## config.mk

```make
export PLATFORM = sky130hd
export DESIGN_NAME = fir_tdm_scheduler_flat
export DESIGN_NICKNAME = d
export VERILOG_FILES = /design/src/rtl/fir_tdm_scheduler_if.sv /design/src/rtl/fir_tdm_scheduler.sv /design/src/flat_wrapper.sv
export SDC_FILE = /design/constraint.sdc
export NUM_CORES = 1
export LEC_CHECK = 0
export BUFFER_PORTS_ARGS = -buffer_cell sky130_fd_sc_hd__clkbuf_2
export CORE_MARGIN = 10
export CORE_UTILIZATION = 42
export DETAILED_ROUTE_END_ITERATION = 6
export GPL_TIMING_DRIVEN = 0
export PLACE_DENSITY_LB_ADDON = 0.12
export SYNTH_ARGS = -nofsm -noshare
export SYNTH_HDL_FRONTEND = slang
export SYNTH_SLANG_ARGS = --single-unit
```

## constraint.sdc

```tcl
create_clock -name clk -period 4.7 [get_ports clk]
set_clock_uncertainty 0.1 [all_clocks]
set_input_delay 0.235 -clock clk [delete_from_list [all_inputs] [get_ports clk]]
set_output_delay 0.235 -clock clk [all_outputs]
set_load 0.01 [all_outputs]
```

## src/rtl/fir_tdm_scheduler_if.sv

```systemverilog
// Sample-in / filtered-out bus plus the shared MAC, sample RAM and coefficient ROM strobes.
// master = scheduler side, slave = datapath/environment side.
interface fir_tdm_scheduler_if #(
  parameter int M    = 14,
  parameter int AW   = 5,
  parameter int ACCW = 34
);
  logic                   sample_valid;
  logic signed [M-1:0]    va;
  logic signed [M-1:0]    vb;
  logic signed [M-1:0]    vc;
  logic                   busy;
  logic                   overrun;
  logic                   ram_we;
  logic [AW+1:0]          ram_addr;
  logic signed [M-1:0]    ram_wdata;
  logic [AW-1:0]          coef_addr;
  logic                   mac_clr;
  logic                   mac_en;
  logic signed [ACCW-1:0] acc_in;
  logic signed [M-1:0]    ya;
  logic signed [M-1:0]    yb;
  logic signed [M-1:0]    yc;
  logic                   out_valid;

  modport master (
    input  sample_valid, va, vb, vc, acc_in,
    output busy, overrun, ram_we, ram_addr, ram_wdata, coef_addr,
           mac_clr, mac_en, ya, yb, yc, out_valid
  );

  modport slave (
    output sample_valid, va, vb, vc, acc_in,
    input  busy, overrun, ram_we, ram_addr, ram_wdata, coef_addr,
           mac_clr, mac_en, ya, yb, yc, out_valid
  );
endinterface

```

## src/rtl/fir_tdm_scheduler.sv

```systemverilog
// Time-shares one external MAC, sample RAM and coefficient ROM across three FIR phases (a/b/c).
// Latency 113 clk per sample set; no backpressure: sets arriving while busy are dropped and flag overrun.
module fir_tdm_scheduler #(
  parameter int M       = 14,
  parameter int TAPS    = 32,
  parameter int AW      = 5,
  parameter int ACCW    = 34,
  parameter int FRAC    = 13,
  parameter int MAC_LAT = 2
) (
  input  logic                clk,
  input  logic                rst,
  fir_tdm_scheduler_if.master bus
);
  typedef enum logic [2:0] {
    S_INIT, S_IDLE, S_LOAD, S_MAC, S_DRAIN, S_STORE, S_DONE
  } state_t;

  localparam int CW = AW + 2;
  localparam logic [CW-1:0] INIT_END  = CW'(3 * TAPS);
  localparam logic [CW-1:0] LAST_TAP  = CW'(TAPS - 1);
  localparam logic [CW-1:0] DRAIN_END = CW'(MAC_LAT);
  localparam logic signed [ACCW-1:0] SMAX = (ACCW'(1) <<< (M - 1)) - ACCW'(1);
  localparam logic signed [ACCW-1:0] SMIN = ~SMAX;

  state_t              state;
  logic [CW-1:0]       cnt;
  logic [1:0]          ph;
  logic [AW-1:0]       wp;
  logic signed [M-1:0] lb;
  logic signed [M-1:0] lc;
  logic signed [ACCW-1:0] r;
  logic signed [M-1:0] sat;

  always_comb begin
    r = bus.acc_in >>> FRAC;
    if (r > SMAX)      sat = SMAX[M-1:0];
    else if (r < SMIN) sat = SMIN[M-1:0];
    else               sat = r[M-1:0];
  end

  always_ff @(posedge clk) begin
    if (rst) begin
      state         <= S_INIT;
      cnt           <= '0;
      ph            <= '0;
      wp            <= '0;
      lb            <= '0;
      lc            <= '0;
      bus.busy      <= 1'b0;
      bus.overrun   <= 1'b0;
      bus.ram_we    <= 1'b0;
      bus.ram_addr  <= '0;
      bus.ram_wdata <= '0;
      bus.coef_addr <= '0;
      bus.mac_clr   <= 1'b0;
      bus.mac_en    <= 1'b0;
      bus.ya        <= '0;
      bus.yb        <= '0;
      bus.yc        <= '0;
      bus.out_valid <= 1'b0;
    end else begin
      bus.ram_we    <= 1'b0;
      bus.out_valid <= 1'b0;
      // Address registers are the issue stage; one more flop lines the strobes up with read data.
      bus.mac_en    <= (state == S_MAC);
      bus.mac_clr   <= (state == S_MAC) && (cnt == '0);
      if (bus.sample_valid && state != S_IDLE) bus.overrun <= 1'b1;

      case (state)
        S_INIT: begin
          if (cnt == INIT_END) begin
            state    <= S_IDLE;
            bus.busy <= 1'b0;
            cnt      <= '0;
          end else begin
            bus.busy      <= 1'b1;
            bus.ram_we    <= 1'b1;
            bus.ram_addr  <= cnt;
            bus.ram_wdata <= '0;
            cnt           <= cnt + CW'(1);
          end
        end
        S_IDLE: begin
          if (bus.sample_valid) begin
            wp            <= wp + AW'(1);
            lb            <= bus.vb;
            lc            <= bus.vc;
            bus.ram_we    <= 1'b1;
            bus.ram_addr  <= {2'd0, AW'(wp + AW'(1))};
            bus.ram_wdata <= bus.va;
            bus.busy      <= 1'b1;
            cnt           <= '0;
            state         <= S_LOAD;
          end
        end
        S_LOAD: begin
          if (cnt == CW'(2)) begin
            state         <= S_MAC;
            ph            <= 2'd0;
            cnt           <= '0;
            bus.ram_addr  <= {2'd0, wp};
            bus.coef_addr <= '0;
          end else begin
            bus.ram_we    <= 1'b1;
            bus.ram_addr  <= {cnt[1:0] + 2'd1, wp};
            bus.ram_wdata <= (cnt == '0) ? lb : lc;
            cnt           <= cnt + CW'(1);
          end
        end
        S_MAC: begin
          if (cnt == LAST_TAP) begin
            state <= S_DRAIN;
            cnt   <= '0;
          end else begin
            // Newest sample pairs with coef 0; the index wraps modulo TAPS by width.
            cnt           <= cnt + CW'(1);
            bus.ram_addr  <= {ph, AW'(wp - cnt[AW-1:0] - AW'(1))};
            bus.coef_addr <= cnt[AW-1:0] + AW'(1);
          end
        end
        S_DRAIN: begin
          if (cnt == DRAIN_END) begin
            state <= S_STORE;
            cnt   <= '0;
          end else begin
            cnt <= cnt + CW'(1);
          end
        end
        S_STORE: begin
          case (ph)
            2'd0:    bus.ya <= sat;
            2'd1:    bus.yb <= sat;
            default: bus.yc <= sat;
          endcase
          if (ph == 2'd2) begin
            state         <= S_DONE;
            bus.out_valid <= 1'b1;
          end else begin
            ph            <= ph + 2'd1;
            state         <= S_MAC;
            cnt           <= '0;
            bus.ram_addr  <= {ph + 2'd1, wp};
            bus.coef_addr <= '0;
          end
        end
        S_DONE: begin
          state    <= S_IDLE;
          bus.busy <= 1'b0;
        end
        default: state <= S_INIT;
      endcase
    end
  end
endmodule

```

## src/flat_wrapper.sv

```systemverilog
// flat-port wrapper written by rule: the top's interface ports become plain ports
module fir_tdm_scheduler_flat 
#(
  parameter int M       = 14,
  parameter int TAPS    = 32,
  parameter int AW      = 5,
  parameter int ACCW    = 34,
  parameter int FRAC    = 13,
  parameter int MAC_LAT = 2
)
  (clk, rst, bus_sample_valid, bus_va, bus_vb, bus_vc, bus_acc_in, bus_busy, bus_overrun, bus_ram_we, bus_ram_addr, bus_ram_wdata, bus_coef_addr, bus_mac_clr, bus_mac_en, bus_ya, bus_yb, bus_yc, bus_out_valid);
  fir_tdm_scheduler_if #(.M(M), .AW(AW), .ACCW(ACCW)) bus_i ();
  input  logic clk;
  input  logic rst;
  input wire logic [$bits(bus_i.sample_valid)-1:0] bus_sample_valid;
  input wire logic [$bits(bus_i.va)-1:0] bus_va;
  input wire logic [$bits(bus_i.vb)-1:0] bus_vb;
  input wire logic [$bits(bus_i.vc)-1:0] bus_vc;
  input wire logic [$bits(bus_i.acc_in)-1:0] bus_acc_in;
  output wire logic [$bits(bus_i.busy)-1:0] bus_busy;
  output wire logic [$bits(bus_i.overrun)-1:0] bus_overrun;
  output wire logic [$bits(bus_i.ram_we)-1:0] bus_ram_we;
  output wire logic [$bits(bus_i.ram_addr)-1:0] bus_ram_addr;
  output wire logic [$bits(bus_i.ram_wdata)-1:0] bus_ram_wdata;
  output wire logic [$bits(bus_i.coef_addr)-1:0] bus_coef_addr;
  output wire logic [$bits(bus_i.mac_clr)-1:0] bus_mac_clr;
  output wire logic [$bits(bus_i.mac_en)-1:0] bus_mac_en;
  output wire logic [$bits(bus_i.ya)-1:0] bus_ya;
  output wire logic [$bits(bus_i.yb)-1:0] bus_yb;
  output wire logic [$bits(bus_i.yc)-1:0] bus_yc;
  output wire logic [$bits(bus_i.out_valid)-1:0] bus_out_valid;
  assign bus_i.sample_valid = bus_sample_valid;
  assign bus_i.va = bus_va;
  assign bus_i.vb = bus_vb;
  assign bus_i.vc = bus_vc;
  assign bus_i.acc_in = bus_acc_in;
  assign bus_busy = bus_i.busy;
  assign bus_overrun = bus_i.overrun;
  assign bus_ram_we = bus_i.ram_we;
  assign bus_ram_addr = bus_i.ram_addr;
  assign bus_ram_wdata = bus_i.ram_wdata;
  assign bus_coef_addr = bus_i.coef_addr;
  assign bus_mac_clr = bus_i.mac_clr;
  assign bus_mac_en = bus_i.mac_en;
  assign bus_ya = bus_i.ya;
  assign bus_yb = bus_i.yb;
  assign bus_yc = bus_i.yc;
  assign bus_out_valid = bus_i.out_valid;
  fir_tdm_scheduler #(.M(M), .TAPS(TAPS), .AW(AW), .ACCW(ACCW), .FRAC(FRAC), .MAC_LAT(MAC_LAT)) u_core (.clk(clk), .rst(rst), .bus(bus_i));
endmodule
```

# Word-level counts from Yosys, hierarchy flattened
# Cells that the tools add are included.
[classes] add_sub_neg=7 magnitude_cmp=2 eq_ne=21 n_mux=40 n_bitwise=2 n_reduce_logical=25
[ops] op="2-to-1 mux 14 bit" n=6
[ops] op="2-to-1 mux 7 bit" n=10
[ops] op="case mux 7 bit (5 select lines)" n=2
[ops] op="case mux 14 bit (3 select lines)" n=1
[ops] op="> comparator 21 x 14 -> 1 bit, second input constant" n=1
[ops] op="< comparator 21 x 14 -> 1 bit, second input constant" n=1
[ops] op="case mux 3 bit (7 select lines)" n=1
[ops] op="2-to-1 mux 3 bit" n=6
[ops] op="2-to-1 mux 5 bit" n=3
[ops] op="case mux 5 bit (3 select lines)" n=1
[ops] op="inequality test 2 bit, second input constant" n=6
[ops] op="adder 5 x 1 -> 5 bit, second input constant" n=2
[ops] op="AND reduction 2 bit" n=5
[ops] op="AND reduction 5 bit" n=2
[ops] op="nonzero test 5 bit" n=2
[ops] op="== test 3 bit, second input constant" n=3
[ops] op="nonzero test 3 bit" n=3
[ops] op="AND reduction 4 bit" n=2
[ops] op="adder 7 x 1 -> 7 bit, second input constant" n=1
[ops] op="== test 7 x 2 -> 1 bit, second input constant" n=1
[ops] op="== test 7 x 5 -> 1 bit, second input constant" n=1
[ops] op="== test 7 bit, second input constant" n=1
[ops] op="logical NOT 7 bit" n=1
[ops] op="== test 3 x 2 -> 1 bit, second input constant" n=2
[ops] op="19 further kinds" n=33
[word_totals] register_bits=119 out_inout_bits=74 wordCells=115

# Logic depth before layout (Yosys ltp)
[logic_depth] word_depth=4 mapped_depth=9 mapped_depth_nobuf=9

# Worst setup path before layout
# No wires, ideal clock.
[synth_timing] kind="reg-to-reg" startpoint="reg u_core.cnt[2]" endpoint="reg u_core.cnt[1]" setup_time_ns=0.117 t_arrival_ns=1.799 t_required_ns=4.483 slack_ns=2.684 stages_incl_launch_ff=7 n_path_buf=1 period_less_slack_ns=2.016 path_cell_list="dfxtp_1 -> buf_6 -> or3_4 -> or3_1 -> a31o_4 -> a21o_1 -> a32o_1"
[synth_between] elab_chain_cells=3 elab_cells_between_ends=7 cone_classes="eq/ne: 3; mux: 4"
[synth_rtl] element="start, declared" line_no="fir_tdm_scheduler.sv:27" text="logic [CW-1:0] cnt;"
[synth_rtl] element="start signal, assigned" line_no="fir_tdm_scheduler.sv:81" text="cnt <= cnt + CW'(1);"
[synth_rtl] element="start signal, assigned" line_no="fir_tdm_scheduler.sv:108" text="cnt <= cnt + CW'(1);"
[synth_rtl] element="start signal, assigned" line_no="fir_tdm_scheduler.sv:117" text="cnt <= cnt + CW'(1);"
[synth_rtl] element="== test 7 x 2 -> 1 bit, or another cell as far along" line_no="fir_tdm_scheduler.sv:98, fir_tdm_scheduler.sv:123"
[synth_rtl] element="2-to-1 mux 7 bit (on tied branches)"
[synth_rtl] element="case mux 7 bit (5 select lines) *" line_no="fir_tdm_scheduler.sv:70" text="case (state)"
# Every way passes the cells marked *; elsewhere a longest branch is shown, timed or not.
# A chain may end at the register's enable or synchronous reset.

# Final worst setup path
[layout_timing] startpoint="reg u_core.cnt[1]" endpoint="reg u_core.bus.coef_addr[1]"
[layout_between] elab_chain_cells=3 elab_cells_between_ends=8 cone_classes="add/sub: 1; eq/ne: 4; mux: 2; reduce/logical: 1"
[layout_rtl] element="adder 5 x 1 -> 5 bit, or another cell as far along" line_no="fir_tdm_scheduler.sv:119" text="bus.coef_addr <= cnt[AW-1:0] + AW'(1);"
[layout_rtl] element="2-to-1 mux 5 bit, or another cell as far along" line_no="fir_tdm_scheduler.sv:112" text="if (cnt == LAST_TAP) begin"
[layout_rtl] element="case mux 5 bit (3 select lines) / AND reduction 4 bit (equally long branches)"
[layout_rtl] element="end signal, assigned" line_no="fir_tdm_scheduler.sv:119"
[layout_rtl] element="end, declared" line_no="fir_tdm_scheduler_if.sv:28" text="output busy, overrun, ram_we, ram_addr, ram_wdata, coef_addr,"
# Several ways; a longest one is shown, not always the timed one. The select of a mux whose other input is x is not followed.

==> metrics <==
die boundary width 136 µm; Worst Max-Slew Pin Slew 705 ps; r2r endpoint u_core.bus.coef_addr[1]; worst stage delay on the critical path 600 ps; Inserted Clock Buffers 17; aggregate global-route resource usage 20.6%; Yosys warnings 0; Net Count, Synth 752; worst path required time 4900 ps; end point of the critical path u_core.bus.coef_addr[1]; CP Launch Point u_core.cnt[1]; Max Cap Viol 0; root cell of the clock tree sky130_fd_sc_hd__clkbuf_16; Clock Path Buffers 2; maximum fanout along the worst path 7; clock insertion delay at the later pin of the skew report 420 ps; max_slew headroom 52.5%; RePlAce Congestion 0.937; length of the first detailed-routing pass in iterations 5; via count of the first global-routing pass 5,700; number of sinks on the clock net 119; worst setup slack for register-to-register paths 2200 ps; global-route wire length before repair 30,100 µm; number of enable flip-flop cells after synthesis 0; initial core utilization 42.5%; RSZ-0062 raised after global routing false; launch instance of the worst register-to-register path u_core.cnt[1]; number of hold violations in the final report 0; VDD IR-drop max 254 µV; count of cells resized by post-cts repair 0; Synth async-reset ratio 0%; main combinational cell family by area after synthesis compound AO/OA/AOI/OAI gates; Boundary Pins 153; area of the core region 13,200 µm²; DPL Wire Length 14,100 µm; post-synthesis share of cell area spent on full adders, half adders and majority gates 2.81%; CP dominant cell by count sky130_fd_sc_hd__o21ai_0; period utilization 53.2%; Die Y-Extent 136 µm; post-placement cell count 975; initial antenna violation count 0; H-tree depth 4; average cell area after synthesis 8.49 µm²; number of cells produced by synthesis 661; setup total negative slack 0 ps; share of layout cells above drive strength 1 25.8%; routed length per placed instance 18.2 µm; Critical Path Stages 6; signal arrival time at the worst endpoint 2710 ps; number of buffer and inverter stages on the critical path 0; post-route antenna net violation count 0; Cell Pwr Density 334 nW/µm²; flip-flop and latch count after synthesis 119; vias per cell 5.49; category of the most critical setup path register to register; count of vias placed by the detailed router 5,682; Detailed Route Iter0 Violations 375; critical-path cell list ha_1 -> and4_2 -> a21boi_0 -> o21ai_0 -> and2_1 -> o21ai_0; Yosys cell types 66; Setup Buffers After CTS 0; fin cells 1,035; top achievable clock speed 400 MHz; Post-Synth Simple-Gate Area 21.0%; num rows 42; master of the slowest instance on the critical path sky130_fd_sc_hd__o21ai_0; kind of cell adding the most delay to the critical path compound AO/OA/AOI/OAI gates; area overhead of the layout relative to synthesis 31.7%; clock tree from TritonCTS done; primary flip-flop cell chosen by synthesis mapping sky130_fd_sc_hd__dfxtp_1; critical path capture point type register; number of buffers inserted by port buffering 138; Pins Over Slew Limit 0; maximum number of pins on one net before global-route repair 17; clk slew on worst S/H paths 60 ps; Register-to-Register Path Depth 6; part of the Yosys area used for sequential elements 42.5%; post-synthesis instance area 5610 µm²; residual overflow from global routing 0; multiplexer area fraction after synthesis 4.48%; total die area 18,400 µm²; remaining design rule violation count 0; Final Setup Violations 0; compound-gate portion of the synthesized area 21.5%; run status complete, no violations; Hold WC Path Type primary input to register; antenna cell count 0; total number of nets in the final design 937; Static Leakage 2.93 nW; CP Launch Type register; Post-Route WL 18,900 µm; Post-Synth XOR/XNOR Area 2.03%; clock period minus worst slack 2500 ps
## through the flow
stage / total power [mW] / util, % / area, µm² / hold WS (ps) / worst slack (ps)
after floorplan: 1.12 / - / 5610 / 271 / 2680
final: 2.47 / 56.0 / 7390 / 38.4 / 2200
after global routing: 2.54 / 56.0 / 7390 / 40.8 / 2070
after detailed placement: 1.18 / 49.4 / 6520 / 345 / 2320
after global placement: 1.18 / 49.4 / 6520 / 341 / 2310
after CTS: 2.48 / 56.0 / 7390 / 24.6 / 2300
## how the worst min path moves through the flow
| stage | start | endpoint | slack, ps | cells past startpoint |
|---|---|---|---|---|
| global route | bus_acc_in[33] | u_core.bus.yc[13] | 40 | 3 |
| finish | bus_acc_in[33] | u_core.bus.yc[13] | 40 | 3 |
| floorplan | bus_vb[13] | u_core.lb[13] | 270 | 2 |
| global placement | u_core.lb[3] | u_core.lb[3] | 340 | 2 |
| detailed placement | u_core.lc[13] | u_core.lc[13] | 340 | 2 |
| CTS | bus_acc_in[33] | u_core.bus.yc[13] | 20 | 3 |
## what timing repair did
action,in CTS,in global routing
hold buffers,28,0
endpoints found under the setup margin,0,0
endpoints found under the hold margin,28,0
## worst reg2reg max path: stages (launching register included)
cell and delay, ps:
sky130_fd_sc_hd__dfxtp_1 520, sky130_fd_sc_hd__ha_1 300, sky130_fd_sc_hd__and4_2 310, sky130_fd_sc_hd__a21boi_0 130
sky130_fd_sc_hd__o21ai_0 600, sky130_fd_sc_hd__and2_1 300, sky130_fd_sc_hd__o21ai_0 110
## metal layers
layer | global-route usage [%] | routed length, µm | vias to the layer above | share of wire, %
met5 | 0 | 0 | - | 0
met2 | 34.0 | 9430 | 176 | 50
met4 | 6.76 | 246 | 0 | 1.3
met1 | 25.1 | 8030 | 2736 | 43
li1 | - | - | 2748 | -
met3 | 5.90 | 1160 | 22 | 6.1
## kinds of logic (layout without fill, tap and decap cells)
logic type,count (synthesis),in the layout
fa+ha+maj,12,12
compound gates,179,179
mux,20,20
simple gates,249,249
buf+inv,69,267
flops,119,119
xor+xnor,13,13
## flip-flops by register name (all words and copies together) (netlist names)
name / flops
u_core.bus.mac_en: 1
u_core.bus.yb: 14
u_core.bus.coef_addr: 5
u_core.state: 3
u_core.bus.ya: 14
u_core.cnt: 7
u_core.bus.ram_wdata: 14
u_core.wp: 5
u_core.bus.ram_addr: 7
u_core.bus.mac_clr: 1
u_core.bus.out_valid: 1
u_core.bus.yc: 14
u_core.lc: 14
u_core.lb: 14
u_core.bus.overrun: 1
u_core.bus.busy: 1
u_core.bus.ram_we: 1
u_core.ph: 2
## power breakdown
group	internal, mW	total [mW]	leakage, nW	switching (mW)
logic	0.0694	0.158	1.69	0.0884
clock network	0.796	1.29	0.283	0.492
registers	1.02	1.02	0.960	0.00717
total	1.88	2.47	2.93	0.588
## layout by cell type, fill, tap and decap left out, types with 4 or more instances in the layout
cell type,n
sky130_fd_sc_hd__clkbuf_2,138
sky130_fd_sc_hd__dfxtp_1,119
sky130_fd_sc_hd__nand2_1,82
sky130_fd_sc_hd__a21oi_1,68
sky130_fd_sc_hd__nor2_1,66
sky130_fd_sc_hd__a211oi_1,43
sky130_fd_sc_hd__nor3_1,42
sky130_fd_sc_hd__dlygate4sd3_1,28
sky130_fd_sc_hd__clkbuf_1,25
sky130_fd_sc_hd__o21ai_0,18
sky130_fd_sc_hd__clkbuf_16,17
sky130_fd_sc_hd__inv_1,16
sky130_fd_sc_hd__a221oi_1,14
sky130_fd_sc_hd__buf_2,14
sky130_fd_sc_hd__nand3_1,11
sky130_fd_sc_hd__ha_1,11
sky130_fd_sc_hd__mux2_4,9
sky130_fd_sc_hd__nand4_1,9
sky130_fd_sc_hd__buf_1,8
sky130_fd_sc_hd__xor2_1,7
sky130_fd_sc_hd__mux2i_1,6
sky130_fd_sc_hd__nor2b_1,6
sky130_fd_sc_hd__xnor2_1,6
sky130_fd_sc_hd__nand2b_1,5
sky130_fd_sc_hd__o22ai_1,5
sky130_fd_sc_hd__mux2_2,5
sky130_fd_sc_hd__a32o_1,4
sky130_fd_sc_hd__or3_1,4
sky130_fd_sc_hd__and2_1,4
sky130_fd_sc_hd__clkinv_4,4
## layout make-up
cell class,count,area [µm²]
Timing Repair Buffer,166,971
Clock buffer,18,439
Multi-Input combinational cell,473,2910
Sequential cell,119,2380
Clock inverter,14,150
Fill cell,1260,5800
Inverter,16,60.1
Buffer,53,258
Tap cell,176,220
## cells in the mapped netlist (2+ instances only)
master,number,share of area (%)
sky130_fd_sc_hd__a21oi_1,68,6.1
sky130_fd_sc_hd__nand3b_1,2,0.27
sky130_fd_sc_hd__nand3_1,11,0.98
sky130_fd_sc_hd__buf_2,14,1.2
sky130_fd_sc_hd__buf_6,3,0.60
sky130_fd_sc_hd__clkbuf_1,25,1.7
sky130_fd_sc_hd__a211oi_1,43,5.8
sky130_fd_sc_hd__xor2_1,7,1.1
sky130_fd_sc_hd__nand4_1,9,1.0
sky130_fd_sc_hd__nor3b_2,2,0.45
sky130_fd_sc_hd__o21ai_0,18,1.6
sky130_fd_sc_hd__and2_1,4,0.45
sky130_fd_sc_hd__buf_1,8,0.54
sky130_fd_sc_hd__buf_4,2,0.27
sky130_fd_sc_hd__nor2_1,66,4.4
sky130_fd_sc_hd__a32o_1,4,0.71
sky130_fd_sc_hd__a211o_1,2,0.31
sky130_fd_sc_hd__nor3_1,42,3.7
sky130_fd_sc_hd__a22o_2,2,0.36
sky130_fd_sc_hd__mux2_2,5,1.0
sky130_fd_sc_hd__ha_1,11,2.5
sky130_fd_sc_hd__nor2b_1,6,0.67
sky130_fd_sc_hd__mux2_4,9,2.4
sky130_fd_sc_hd__nand2_1,82,5.5
sky130_fd_sc_hd__xnor2_1,6,0.94
sky130_fd_sc_hd__o41ai_1,2,0.31
sky130_fd_sc_hd__o22ai_1,5,0.56
sky130_fd_sc_hd__nor4_1,2,0.22
sky130_fd_sc_hd__inv_1,16,1.1
sky130_fd_sc_hd__or3_1,4,0.45
sky130_fd_sc_hd__nand2b_1,5,0.56
sky130_fd_sc_hd__or3b_2,2,0.31
sky130_fd_sc_hd__dfxtp_1,119,42
sky130_fd_sc_hd__and3_1,3,0.33
sky130_fd_sc_hd__a21o_1,3,0.40
sky130_fd_sc_hd__a221oi_1,14,2.2
sky130_fd_sc_hd__mux2i_1,6,1.1
Power figures use the tool's default switching activity.
